--- config.mk ---
export PLATFORM = sky130hd
export DESIGN_NAME = bcd_sub_serial
export DESIGN_NICKNAME = d
export VERILOG_FILES = /design/src/rtl/bcd_sub_serial.sv
export SDC_FILE = /design/constraint.sdc
export NUM_CORES = 1
export LEC_CHECK = 0
export CELL_PAD_IN_SITES_DETAIL_PLACEMENT = 1
export CELL_PAD_IN_SITES_GLOBAL_PLACEMENT = 1
export CORE_ASPECT_RATIO = 1.5
export CORE_MARGIN = 5
export CORE_UTILIZATION = 43
export CTS_CLUSTER_DIAMETER = 60
export DETAILED_ROUTE_END_ITERATION = 6
export PLACE_DENSITY = 0.86
export SYNTH_ARGS = -nofsm -noshare
export SYNTH_HDL_FRONTEND = slang
export SYNTH_SLANG_ARGS = --single-unit
--- constraint.sdc ---
create_clock -name clk -period 4.5 [get_ports clk]
set_input_delay 0.45 -clock clk [delete_from_list [all_inputs] [get_ports clk]]
set_output_delay 0.45 -clock clk [all_outputs]
set_load 0.1 [all_outputs]
--- src/rtl/bcd_sub_serial.sv ---
// bcd_sub_serial: packed-BCD subtractor d = a - b, one decimal digit per clock,
// least-significant digit first. Negative results come back in ten's
// complement with borrow set; any non-BCD operand nibble short-circuits to an
// invalid result without entering RUN.
module bcd_sub_serial #(
    parameter int DIGITS = 4
) (
    input  logic                  clk,
    input  logic                  rst_n,
    input  logic                  start,
    input  logic [4*DIGITS-1:0]   a,
    input  logic [4*DIGITS-1:0]   b,
    output logic                  busy,
    output logic                  done,
    output logic [4*DIGITS-1:0]   d,
    output logic                  borrow,
    output logic                  invalid
);
    localparam int W  = 4 * DIGITS;
    localparam int IW = (DIGITS > 1) ? $clog2(DIGITS) : 1;

    typedef enum logic [1:0] {S_IDLE, S_RUN, S_DONE} state_t;

    state_t          r_state, w_next;
    logic [W-1:0]    r_a, r_b, r_d;
    logic [IW-1:0]   r_idx;
    logic            r_br, r_borrow, r_invalid;
    logic            w_bad, w_last;
    logic [4:0]      w_t;
    logic [3:0]      w_di;

    // Flag any operand nibble outside 0..9 on the live inputs
    always_comb begin
        w_bad = 1'b0;
        for (int i = 0; i < DIGITS; i++) begin
            if (a[4*i +: 4] > 4'd9 || b[4*i +: 4] > 4'd9) w_bad = 1'b1;
        end
    end

    // One digit of subtraction; operands are shifted so the current digit sits in [3:0].
    // t ranges -10..9, so adding 10 modulo 16 to the low nibble gives the corrected digit.
    always_comb begin
        w_t    = {1'b0, r_a[3:0]} - {1'b0, r_b[3:0]} - {4'b0000, r_br};
        w_di   = w_t[4] ? (w_t[3:0] + 4'd10) : w_t[3:0];
        w_last = (r_idx == IW'(DIGITS - 1));
    end

    // State register
    always_ff @(posedge clk or negedge rst_n) begin
        if (!rst_n) r_state <= S_IDLE;
        else        r_state <= w_next;
    end

    // Next-state and handshake outputs
    always_comb begin
        w_next = r_state;
        busy   = 1'b0;
        done   = 1'b0;
        case (r_state)
            S_IDLE: if (start) w_next = w_bad ? S_DONE : S_RUN;
            S_RUN: begin
                busy = 1'b1;
                if (w_last) w_next = S_DONE;
            end
            S_DONE: begin
                done   = 1'b1;
                w_next = S_IDLE;
            end
            default: w_next = S_IDLE;
        endcase
    end

    // Operand latch, digit walk and result registers
    always_ff @(posedge clk or negedge rst_n) begin
        if (!rst_n) begin
            r_a       <= '0;
            r_b       <= '0;
            r_d       <= '0;
            r_idx     <= '0;
            r_br      <= 1'b0;
            r_borrow  <= 1'b0;
            r_invalid <= 1'b0;
        end else begin
            case (r_state)
                S_IDLE: begin
                    if (start) begin
                        r_a   <= a;
                        r_b   <= b;
                        r_idx <= '0;
                        r_br  <= 1'b0;
                        if (w_bad) begin
                            r_invalid <= 1'b1;
                            r_d       <= '0;
                            r_borrow  <= 1'b0;
                        end else begin
                            r_invalid <= 1'b0;
                        end
                    end
                end
                S_RUN: begin
                    r_a  <= r_a >> 4;
                    r_b  <= r_b >> 4;
                    r_br <= w_t[4];
                    for (int i = 0; i < DIGITS; i++) begin
                        if (r_idx == IW'(i)) r_d[4*i +: 4] <= w_di;
                    end
                    if (w_last) r_borrow <= w_t[4];
                    else        r_idx    <= r_idx + IW'(1);
                end
                default: ;
            endcase
        end
    end

    assign d       = r_d;
    assign borrow  = r_borrow;
    assign invalid = r_invalid;

endmodule
-- After elaboration in Yosys (flattened, before gate mapping)
Index checks and enable logic that the tools add are counted.
- add/sub/neg operators: 4
- order comparisons: 8
- equal/unequal tests: 12
- mux-type cells: 32
- reductions and logical operators: 15
- operator list (kind ; number):
    16-bit one-hot mux with 2 select lines ; 3
    16-bit two-way mux ; 4
    4-bit > comparator, second input constant ; 8
    4-bit two-way mux ; 5
    4-bit AND reduction ; 4
    2-bit inequality test, second input constant ; 7
    1-bit two-way mux ; 11
    2-bit two-way mux ; 5
    2-bit one-hot mux with 2 select lines ; 2
    2-bit == test, second input constant ; 3
    2-bit AND reduction ; 3
    4-bit by 4-bit subtractor with 5-bit output ; 1
    5-bit by 1-bit subtractor with 5-bit output ; 1
    4-bit adder, second input constant ; 1
    2-bit by 1-bit == test with 1-bit output, second input constant ; 2
    2-bit logical NOT ; 2
    1-bit logical OR ; 4
    1-bit one-hot mux with 2 select lines ; 2
    3-bit AND reduction ; 1
    2-bit by 1-bit adder with 2-bit output, second input constant ; 1
    2-bit nonzero test ; 1
- flip-flop bits (word level): 55
- bits of input ports: 35
- output and inout port bits: 20
- logic and storage cells: 82

-- Depth between registers and ports, before layout
Gate-level depths: netlist of the first run.
- word-level depth: 9
- gate-level depth with buffers: 9

-- Least setup slack after synthesis of the first run
No wires, ideal clock.
- path type: register to register
- start point: register r_a[0]
- end point: register r_d[11] (netlist: d[11])
- library setup time: 0.128 ns
- arrival time: 2.246 ns
- required time: 4.372 ns
- slack: 2.126 ns
- cell stages (with the launch flop): 8
- path buffers: 0
- cells stage by stage: dfrtp_1 fa_1 fa_1 nand2b_1 a211oi_2 o21bai_1 mux2i_1 mux2_1
- cells in the longest elaborated chain, start to end: 6
- ends and longest elaborated chain (item ; line ; text):
    start, declared ; 25 ; logic [W-1:0] r_a, r_b, r_d;
    start signal, assigned ; 101 ; r_a <= r_a >> 4;
    4-bit by 4-bit subtractor with 5-bit output (*) ; 43 ; w_t = {1'b0, r_a[3:0]} - {1'b0, r_b[3:0]} - {4'b0000, r_br};
    5-bit by 1-bit subtractor with 5-bit output (*) ; 43 ;
    4-bit adder ; 44 ; w_di = w_t[4] ? (w_t[3:0] + 4'd10) : w_t[3:0];
    4-bit two-way mux (*) ; 44 ;
    4-bit two-way mux (*) ; 105 ; if (r_idx == IW'(i)) r_d[4*i +: 4] <= w_di;
    16-bit one-hot mux with 2 select lines (*) ; 84 ; case (r_state)
    end signal, assigned by index ; 105 ;
    end, declared ; 25 ;
Every way passes the cells marked *; elsewhere a longest branch is shown, timed or not. The select of a mux whose other input is x is not followed.
A chain may end at the register's enable or synchronous reset.

-- Worst setup path in the final report of the first run
- start point: register r_state[0]
- end point: output port busy
- cells in the longest elaborated chain, start to end: 2
- ends and longest elaborated chain (item ; line ; text):
    start, declared ; 24 ; state_t r_state, w_next;
    start signal, assigned ; 51 ; else r_state <= w_next;
    2-bit by 1-bit == test with 1-bit output ; 59 ; case (r_state)
    1-bit two-way mux ; 59 ;
    end, declared ; 13 ; output logic busy,
Every way passes these cells.

==> flow_summary.toml, run 1 <==
[floorplanning]
die_area_mm2 = 0.00819
chipWidth_um = 75.6
start_util = 0.434
die_h_um = 108
std_cell_rows = 36
fp.coreArea_mm2 = 0.00640
num_io_pins = 55

[layout]
nets = 349
area.growth.synth_to_final_pct = 25.3
layout_common_cells = "sky130_fd_sc_hd__dfrtp_1 (55), sky130_fd_sc_hd__clkdlybuf4s50_1 (53), sky130_fd_sc_hd__o21ai_0 (35), sky130_fd_sc_hd__nand2_1 (29), sky130_fd_sc_hd__mux2i_1 (25)"
antenna-diode-count = 0
design_area_mm2 = 0.00348
post_route_cells_drive_above_1_share = 0.0797
final_cells = 377
final_common_cell = "sky130_fd_sc_hd__dfrtp_1"

[timing]
highest_clock_rate_ghz = 0.315
grt_setup_unrepaired = "false"
hold_violations = 0
final.setup.tns_ns = 0
finalCriticalPeriod_ns = 3.18
timing.clock.skew_ns = 0.00544
setup_viol_count_final = 0
final.period_utilization = 0.706
final_max_slew_viol_count = 0
max_slew.worst_pin.slew_ns = 0.994
finalHoldWorstSlack_ns = 0.263
worst_slew_margin_rel = 0.335

[clocking]
postCtsSetupBuffers = 0
clock_tree.buffer_depth = 2
tritoncts = "done"
cts_hold_repair.buffers = 0
clk_pin_slew_ns = 0.09
number_of_levels_the_h_tree_was_split_into = 2
cts_bufs_inserted = 5
cts.sink_count = 55
clk_root_buf = "sky130_fd_sc_hd__clkbuf_8"
cts.repair.resized = 0
worstSkewPairLatency_ns = 0.30

[global_routing]
largest_net_degree_at_the_start_of_global_routing = 56
grt_first_pass_wirelength_um = 10700
gr-usage-all-layers = 0.172
number_of_global_route_vias_before_repair = 2247
number_of_antenna_violations_at_the_first_check_in_global_routing = 0
grt_overflow_total = 0

[pwr]
maximum_ir_drop_on_the_vdd_rail_uv = 155
clock_power_share = 0.224
switching_share = 0.328
power_switching_mw = 0.401
pwr-share-seq = 0.478
power.combinational.fraction = 0.298
cellPowerDensity_mw_per_mm2 = 352
p_int_mw = 0.822
total_leakage_power_nw = 1.54

[status]
status = "completed"

[routing]
final_antenna_net_count = 0
drt-total-wl_um = 6450
post_drt_wl_per_cell_um = 17.1
detailroute.via_count = 2007
drtIter0Drc = 38
routed_via_density = 5.32
initial_drt_pass_iterations = 3
remaining_drc_errors = 0

[setup_path]
crit_type = "reg2out"
worst-r2r-setup-slack_ns = 1.85
timing.critical_path.to_type = "output pin"
cp_data_required_time_ns = 4.05
startpoint_type = "flop"
crit_arrival_ns = 2.73
critical_path.max_fanout = 28

[logic_synthesis]
synthesis.area_per_instance_um2 = 11.2
synth.lib_cells_used.distinct = 38
synth_seq_area_share = 0.496
synth.net_count = 295
number_of_warnings_reported_in_the_yosys_synthesis_log = 0
ys_ff_latch = 55
share_of_the_synthesized_area_in_the_top_cell_type = 0.496
yosys.area.top_type = "sky130_fd_sc_hd__dfrtp_1"
synthCells = 247
area_of_the_mapped_netlist_mm2 = 0.00277
synth.area.top_cells = "sky130_fd_sc_hd__dfrtp_1 (50%), sky130_fd_sc_hd__mux2i_1 (9.0%), sky130_fd_sc_hd__o21ai_0 (6.3%)"

[placement]
hpwl_um = 5020
port-buffer-count = 54
routabilityCongestion = 0.777
detailed_place.area_mm2 = 0.00339
placedCellCount = 370

[flow_run]
cap_violations = 0

[hold_path]
worst_min_delay_path_category = "in2async"
per-stage QoR:
step / power (mW) / setup WS, ns / utilization
after floorplan: 0.836 / 2.13 / -
after global placement: 0.932 / 1.72 / 0.530
after detailed placement: 0.965 / 1.64 / 0.530
after CTS: 1.24 / 1.29 / 0.543
after global routing: 1.30 / 1.17 / 0.543
final: 1.22 / 1.32 / 0.543
flip-flops by register name (all words and copies together), names as in the netlist:
register,flops
borrow,1
r_state,2
d,16
r_idx,2
r_b,16
invalid,1
r_a,16
r_br,1
critical path, stage by stage, from the launching register on:
cell and delay, ns:
sky130_fd_sc_hd__dfrtp_1 0.50, sky130_fd_sc_hd__nand2b_1 0.23, sky130_fd_sc_hd__inv_2 0.08, sky130_fd_sc_hd__buf_4 0.39, sky130_fd_sc_hd__clkdlybuf4s50_1 1.23
cell type report:
type / count / area, um2
clock buffers: 6 / 82.6
clock inverters: 1 / 5.00
fillers: 715 / 2920
inverters: 14 / 52.6
multi-input cells: 168 / 1310
flip-flops and latches: 55 / 1380
well taps: 76 / 95.1
repair buffers: 57 / 558
power by group through the flow:
stage	logic, mW	registers, mW	clock network (mW)
2_1_floorplan	0.213	0.623	0
3_3_place_gp	0.341	0.591	0
3_5_place_dp	0.370	0.596	0
4_1_cts	0.373	0.585	0.282
5_1_grt	0.406	0.592	0.301
6_report	0.364	0.585	0.274
metal layers:
layer | vias to the layer above | global-route usage | wire length (um)
met5 | - | 0 | 0
met4 | 0 | 0.0550 | 92
met3 | 9 | 0.0167 | 149
met2 | 34 | 0.323 | 3680
met1 | 996 | 0.195 | 2540
li1 | 968 | - | -
Yosys cell counts, drive strengths merged:
master / n
a211oi: 2
a21boi: 1
a21o: 1
a21oi: 2
a22o: 10
a22oi: 1
and2: 1
and2b: 1
and3b: 1
buf: 5
clkbuf: 5
dfrtp: 55
fa: 2
ha: 11
inv: 14
mux2: 17
mux2i: 25
nand2: 29
nand2b: 2
nand4: 1
nor2: 5
nor2b: 4
nor3: 6
nor3b: 2
nor4: 1
o21ai: 35
o21bai: 2
o31ai: 1
or2: 2
or3: 1
xnor2: 1
xor2: 1
worst paths after layout:
| kind | end | startpoint | cells past startpoint |
|---|---|---|---|
| max | busy | r_state[0] | 4 |
| min | r_b[12] | rst_n | 2 |
| max reg2reg | d[13] | r_a[0] | 7 |
| min reg2reg | r_a[8] | r_a[8] | 2 |
| max in group asynchronous | r_a[1] | rst_n | 2 |
| min in group clk | r_a[8] | r_a[8] | 2 |
logic make-up after synthesis:
family                     count (synthesis)  synth area share
xor gates and xnor gates                   2           0.00632
muxes                                     42             0.159
buffers and inverters                     24            0.0370
DFF                                       55             0.496
adders and majority gates                 13            0.0641
and+or+nand+nor                           56             0.109
AOI/OAI and AO/OA                         55             0.129
Note: power is estimated with default switching activity, not from simulation.
==> run 2: changes to the inputs <==
--- a/config.mk
+++ b/config.mk
@@ -9,10 +9,10 @@
 export CELL_PAD_IN_SITES_GLOBAL_PLACEMENT = 1
 export CORE_ASPECT_RATIO = 1.5
 export CORE_MARGIN = 5
-export CORE_UTILIZATION = 43
+export CORE_UTILIZATION = 36
 export CTS_CLUSTER_DIAMETER = 60
 export DETAILED_ROUTE_END_ITERATION = 6
-export PLACE_DENSITY = 0.86
+export PLACE_DENSITY = 0.77
 export SYNTH_ARGS = -nofsm -noshare
 export SYNTH_HDL_FRONTEND = slang
 export SYNTH_SLANG_ARGS = --single-unit
==> constraint.sdc (replaced) <==
create_clock -name clk -period 2.6 [get_ports clk]
set_input_delay 0.26 -clock clk [delete_from_list [all_inputs] [get_ports clk]]
set_output_delay 0.26 -clock clk [all_outputs]
set_load 0.1 [all_outputs]
==> run 2 against run 1 <==
Net effect:
- sequential share of layout area fell by 1.6 points
- combinational power rose by 86%
- clock power grew to 2.7 times the previous value
- sequential power increased by 74%
- core utilization fell by 6.5 points
- register-to-register slack worse by 1.7 ns
- final cell count rose by 8.2%
- global-route usage decreased by 2.5 points
- worst hold slack improved by 0.22 ns
- via count up 1.1%
- cell area increased by 4.2%
==> flow_summary.toml, run 2 (synthesis gave the netlist of run 1 again) <==
[pwr]
p_int_mw = 1.69
total_leakage_power_nw = 1.64
maximum_ir_drop_on_the_vdd_rail_uv = 321
total_power_mw = 2.44
clock_power_share = 0.306
pwr-share-seq = 0.417
cellPowerDensity_mw_per_mm2 = 673
switching_share = 0.305
power.combinational.fraction = 0.278
power_switching_mw = 0.743

[placement]
routabilityCongestion = 0.719
hpwl_um = 4960
port-buffer-count = 54
detailed_place.area_mm2 = 0.00342

[timing]
timing.clock.skew_ns = 0.0113
final.period_utilization = 0.948
highest_clock_rate_ghz = 0.406
finalCriticalPeriod_ns = 2.46
final_max_slew_viol_count = 0
worst_slew_margin_rel = 0.684
setup_viol_count_final = 0
grt_setup_unrepaired = "false"
finalHoldWorstSlack_ns = 0.484
hold_violations = 0
max_slew.worst_pin.slew_ns = 0.474

[routing]
final_antenna_net_count = 0
routed_via_density = 4.98
post_drt_wl_per_cell_um = 15.9
detailroute.via_count = 2030
initial_drt_pass_iterations = 4
drtIter0Drc = 24
drt-total-wl_um = 6500
remaining_drc_errors = 0

[global_routing]
gr-usage-all-layers = 0.147
number_of_antenna_violations_at_the_first_check_in_global_routing = 0
grt_first_pass_wirelength_um = 11000
number_of_global_route_vias_before_repair = 2248
grt_overflow_total = 0
largest_net_degree_at_the_start_of_global_routing = 56

[floorplanning]
std_cell_rows = 39
fp.coreArea_mm2 = 0.00756
chipWidth_um = 81.7
die_area_mm2 = 0.00960
num_io_pins = 55
start_util = 0.367
die_h_um = 118

[clocking]
clk_root_buf = "sky130_fd_sc_hd__clkbuf_16"
tritoncts = "done"
number_of_levels_the_h_tree_was_split_into = 2
cts.sink_count = 55
clk_pin_slew_ns = 0.07
clock_tree.buffer_depth = 2
cts_bufs_inserted = 5
worstSkewPairLatency_ns = 0.29

[setup_path]
critical_path.max_fanout = 4
crit_type = "reg2reg"
crit_arrival_ns = 2.64
timing.critical_path.to_type = "flop"
startpoint_type = "flop"
worst-r2r-setup-slack_ns = 0.14
cp_data_required_time_ns = 2.77

[layout]
final_common_cell = "sky130_fd_sc_hd__dfrtp_1"
post_route_cells_drive_above_1_share = 0.170
antenna-diode-count = 0
area.growth.synth_to_final_pct = 30.6
finalCoreUtilization = 0.479
layout_common_cells = "sky130_fd_sc_hd__dfrtp_1 (55), sky130_fd_sc_hd__o21ai_0 (35), sky130_fd_sc_hd__clkdlybuf4s50_1 (33), sky130_fd_sc_hd__nand2_1 (29), sky130_fd_sc_hd__buf_4 (25)"
nFillCells = 835
design_area_mm2 = 0.00362
nets = 354

[hold_path]
worst_min_delay_path_category = "reg2reg"

[flow_run]
cap_violations = 0

[status]
status = "completed"
[run 2: changes by cell type in the layout (fill, tap and decap cells not counted), moves of 2 or more]
| cell | previous run | this run |
|---|---|---|
| sky130_fd_sc_hd__clkbuf_8 | 6 | 0 |
| sky130_fd_sc_hd__buf_12 | 0 | 2 |
| sky130_fd_sc_hd__buf_4 | 3 | 25 |
| sky130_fd_sc_hd__fa_1 | 2 | 0 |
| sky130_fd_sc_hd__fa_2 | 0 | 2 |
| sky130_fd_sc_hd__clkbuf_16 | 0 | 5 |
| sky130_fd_sc_hd__clkdlybuf4s50_1 | 53 | 33 |
[run 2: path summary, 6_finish.rpt]
path                            cells after the start     end   start
worst max-delay path                                8   d[11]  r_a[0]
worst min-delay path                                2    r_br    r_br
worst max register to register                      8   d[11]  r_a[0]
worst min register to register                      2    r_br    r_br
max in group asynchronous                           3  r_b[4]   rst_n
min in group asynchronous                           3    d[3]   rst_n
[run 2: cell type report]
cell class	count	area (um2)	share of cell area
Clock buffer	5	125	0.0345
Clock inverter	2	37.5	0.0104
Inverter	14	52.6	0.0145
Multi-Input combinational cell	168	1330	0.367
Sequential cell	55	1380	0.380
Tap cell	102	128	0.0352
Timing Repair Buffer	62	573	0.158
[run 2: critical path: stages, from the launching register on]
cell and delay (ns):
sky130_fd_sc_hd__dfrtp_1 0.40, sky130_fd_sc_hd__fa_2 0.41, sky130_fd_sc_hd__fa_2 0.35, sky130_fd_sc_hd__buf_4 0.14, sky130_fd_sc_hd__xor2_1 0.16, sky130_fd_sc_hd__ha_1 0.21
sky130_fd_sc_hd__o21bai_1 0.17, sky130_fd_sc_hd__mux2i_2 0.19, sky130_fd_sc_hd__mux2_1 0.32
[run 2: repair_timing]
item                                    CTS  global route
setup buffers                             1             0
cloned                                    0             0
gates resized for setup                   0             5
endpoints found under the setup margin    6            12
hold buffers                              1             0
endpoints found under the hold margin    55             0
pin swaps                                 1             1
[run 2: power by group through the flow]
stage / logic [mW] / registers, mW / clock network (mW)
finish: 0.677 / 1.02 / 0.745
global route: 0.751 / 1.03 / 0.797
CTS: 0.645 / 1.02 / 0.765
detailed placement: 0.627 / 1.03 / 0
global placement: 0.599 / 1.03 / 0
floorplan: 0.369 / 1.08 / 0
[run 2: routing by layer]
layer  part of all wire  routed length, um  GRT usage  vias to the layer above
li1                   -                  -          -                      971
met1               0.39               2520      0.172                     1001
met2               0.55               3590      0.264                       48
met3              0.041                266     0.0237                       10
met4              0.020                129     0.0499                        0
met5                  0                  0          0                        -
[run 2: stage by stage]
stage / instances / worst slack, ns / TNS [ns]
after floorplan: 247 / 0.226 / 0
after global placement: 399 / 0.0405 / 0
after detailed placement: 399 / -0.0306 / -0.0633
after CTS: 408 / 0.00280 / 0
after global routing: 408 / 0.0152 / 0
final: 408 / 0.136 / 0
==> run 3: changes to the inputs <==
--- a/config.mk
+++ b/config.mk
@@ -9,10 +9,12 @@
 export CELL_PAD_IN_SITES_GLOBAL_PLACEMENT = 1
 export CORE_ASPECT_RATIO = 1.5
 export CORE_MARGIN = 5
-export CORE_UTILIZATION = 36
+export CORE_UTILIZATION = 44
 export CTS_CLUSTER_DIAMETER = 60
 export DETAILED_ROUTE_END_ITERATION = 6
-export PLACE_DENSITY = 0.77
+export DONT_BUFFER_PORTS = 1
+export HOLD_SLACK_MARGIN = 0.02
+export PLACE_DENSITY = 0.76
 export SYNTH_ARGS = -nofsm -noshare
 export SYNTH_HDL_FRONTEND = slang
 export SYNTH_SLANG_ARGS = --single-unit
==> run 3 against run 2 <==
Net effect:
- critical path depth down 1
- critical path type unchanged
- highest routed layer unchanged
- clock-buffer cell count up 1
- core utilization up 2.0 points
- largest power group unchanged
- die area down 16%
- combinational power down 17%
- maximum frequency down 0.92%
==> flow_summary.toml, run 3 (synthesis gave the netlist of run 1 again) <==
[timing]
hold_violations = 0
highest_clock_rate_ghz = 0.402
grt_setup_unrepaired = "false"
finalHoldWorstSlack_ns = 0.0748
final_max_slew_viol_count = 0
final.setup.tns_ns = 0
finalCriticalPeriod_ns = 2.49
final.period_utilization = 0.956
setup_viol_count_final = 0
timing.clock.skew_ns = 0.00742
worst_slew_margin_rel = 0.385
max_slew.worst_pin.slew_ns = 0.923

[setup_path]
critical_path_buffers_and_inverters = 0
critical_path.max_fanout = 5
startpoint_type = "flop"
worst_path_max_delay_cell = "sky130_fd_sc_hd__dfrtp_1"
worst_r2r_startpoint = "r_a[0]"
crit_start = "r_a[0]"
timing.critical_path.slowest_cell_delay_ns = 0.42
path_cells = "fa_2, fa_2, nand2b_4, a211oi_4, o21bai_2, mux2i_2, mux2_1"
crit_type = "reg2reg"
cp_top_family = "adder cells"
cp_data_required_time_ns = 2.79
timing.critical_path.to_type = "flop"
crit_arrival_ns = 2.68
critical_path.most_common_cell = "sky130_fd_sc_hd__fa_2"

[floorplanning]
chipWidth_um = 74.8
std_cell_rows = 35
die_area_mm2 = 0.00803
num_io_pins = 55
start_util = 0.452
fp.coreArea_mm2 = 0.00613
die_h_um = 107

[global_routing]
gr-usage-all-layers = 0.167
grt_overflow_total = 0
number_of_antenna_violations_at_the_first_check_in_global_routing = 0
grt_first_pass_wirelength_um = 10100
largest_net_degree_at_the_start_of_global_routing = 56
number_of_global_route_vias_before_repair = 2041

[routing]
drt-total-wl_um = 6110
initial_drt_pass_iterations = 4
detailroute.wirelength.met3_um = 477
drtIter0Drc = 58
routed_via_density = 5.57
met2_length_um = 3250
post_drt_wl_per_cell_um = 18.8
final_antenna_net_count = 0
remaining_drc_errors = 0
topRoutingLayerUsed = "met4"
route.layer.met1.wl_um = 2310
detailroute.via_count = 1817

[layout]
area.growth.synth_to_final_pct = 10.4
post_route_cells_drive_above_1_share = 0.139
nFillCells = 663
antenna-diode-count = 0
nets = 300
final_common_cell = "sky130_fd_sc_hd__dfrtp_1"
layout_common_cells = "sky130_fd_sc_hd__dfrtp_1 (55), sky130_fd_sc_hd__o21ai_0 (35), sky130_fd_sc_hd__nand2_1 (29), sky130_fd_sc_hd__mux2i_1 (24), sky130_fd_sc_hd__mux2_1 (15)"
design_area_mm2 = 0.00306

[flow_run]
cap_violations = 0

[pwr]
total_leakage_power_nw = 1.38
cellPowerDensity_mw_per_mm2 = 697
maximum_ir_drop_on_the_vdd_rail_uv = 469
total_power_mw = 2.14

[hold_path]
timing.hold.worst.start = "a[15]"
worst_min_delay_path_category = "in2reg"

[status]
status = "completed"

[placement]
detailed_place.area_mm2 = 0.00289
port-buffer-count = 0
hpwl_um = 4410
routabilityCongestion = 0.744

[clocking]
cts.sink_count = 55
clk_pin_slew_ns = 0.10
worstSkewPairLatency_ns = 0.31
clk_root_buf = "sky130_fd_sc_hd__clkbuf_8"
cts_bufs_inserted = 5
tritoncts = "done"
clock_tree.buffer_depth = 2
number_of_levels_the_h_tree_was_split_into = 2
run 3: final timing paths:
check / end / slack [ns] / cells after the start
worst max-delay path: d[7] / 0.11 / 7
worst min-delay path: r_a[15] / 0.07 / 1
worst max register to register: d[7] / 0.11 / 7
worst min register to register: r_b[4] / 0.49 / 2
max in group asynchronous: r_b[0] / 1.87 / 2
min in group asynchronous: borrow / 0.50 / 2
run 3: where the power goes:
part	switching, mW	internal, mW
Sequential	0.128	0.949
Clock	0.279	0.215
Combinational	0.323	0.241
Total	0.730	1.41
run 3: layer usage:
| metal | GRT usage | vias to the layer above |
|---|---|---|
| met4 | 0.0483 | 0 |
| met5 | 0 | - |
| met2 | 0.291 | 56 |
| met1 | 0.188 | 890 |
| met3 | 0.0535 | 6 |
| li1 | - | 865 |
run 3: cell type report:
| class | instances | area (um2) | share of cell area |
|---|---|---|---|
| repair buffers | 8 | 95.1 | 0.0311 |
| multi-input cells | 168 | 1350 | 0.442 |
| clock inverters | 1 | 8.76 | 0.00286 |
| flip-flops and latches | 55 | 1380 | 0.450 |
| clock buffers | 6 | 82.6 | 0.0270 |
| inverters | 14 | 52.6 | 0.0172 |
| well taps | 74 | 92.6 | 0.0302 |
run 3: per-stage QoR:
stage,setup WS [ns],utilization,std cells
finish,0.113,0.499,326
detailed placement,-0.0140,0.471,317
CTS,0.000248,0.494,326
floorplan,0.226,-,247
global route,0.0206,0.499,326
global placement,0.0568,0.471,317
run 3: what timing repair did:
item | CTS | global route
setup buffers | 0 | 0
hold buffers | 2 | 0
setup endpoints to repair | 8 | 12
resized for setup | 3 | 8
endpoints found under the hold margin | 55 | 0
pin swaps | 1 | 1
run 3: worst reg2reg max path, cell delays in order (launching register included):
cell and delay, ns:
sky130_fd_sc_hd__dfrtp_1 0.42, sky130_fd_sc_hd__fa_2 0.42, sky130_fd_sc_hd__fa_2 0.36, sky130_fd_sc_hd__nand2b_4 0.17, sky130_fd_sc_hd__a211oi_4 0.37, sky130_fd_sc_hd__o21bai_2 0.12
sky130_fd_sc_hd__mux2i_2 0.20, sky130_fd_sc_hd__mux2_1 0.32
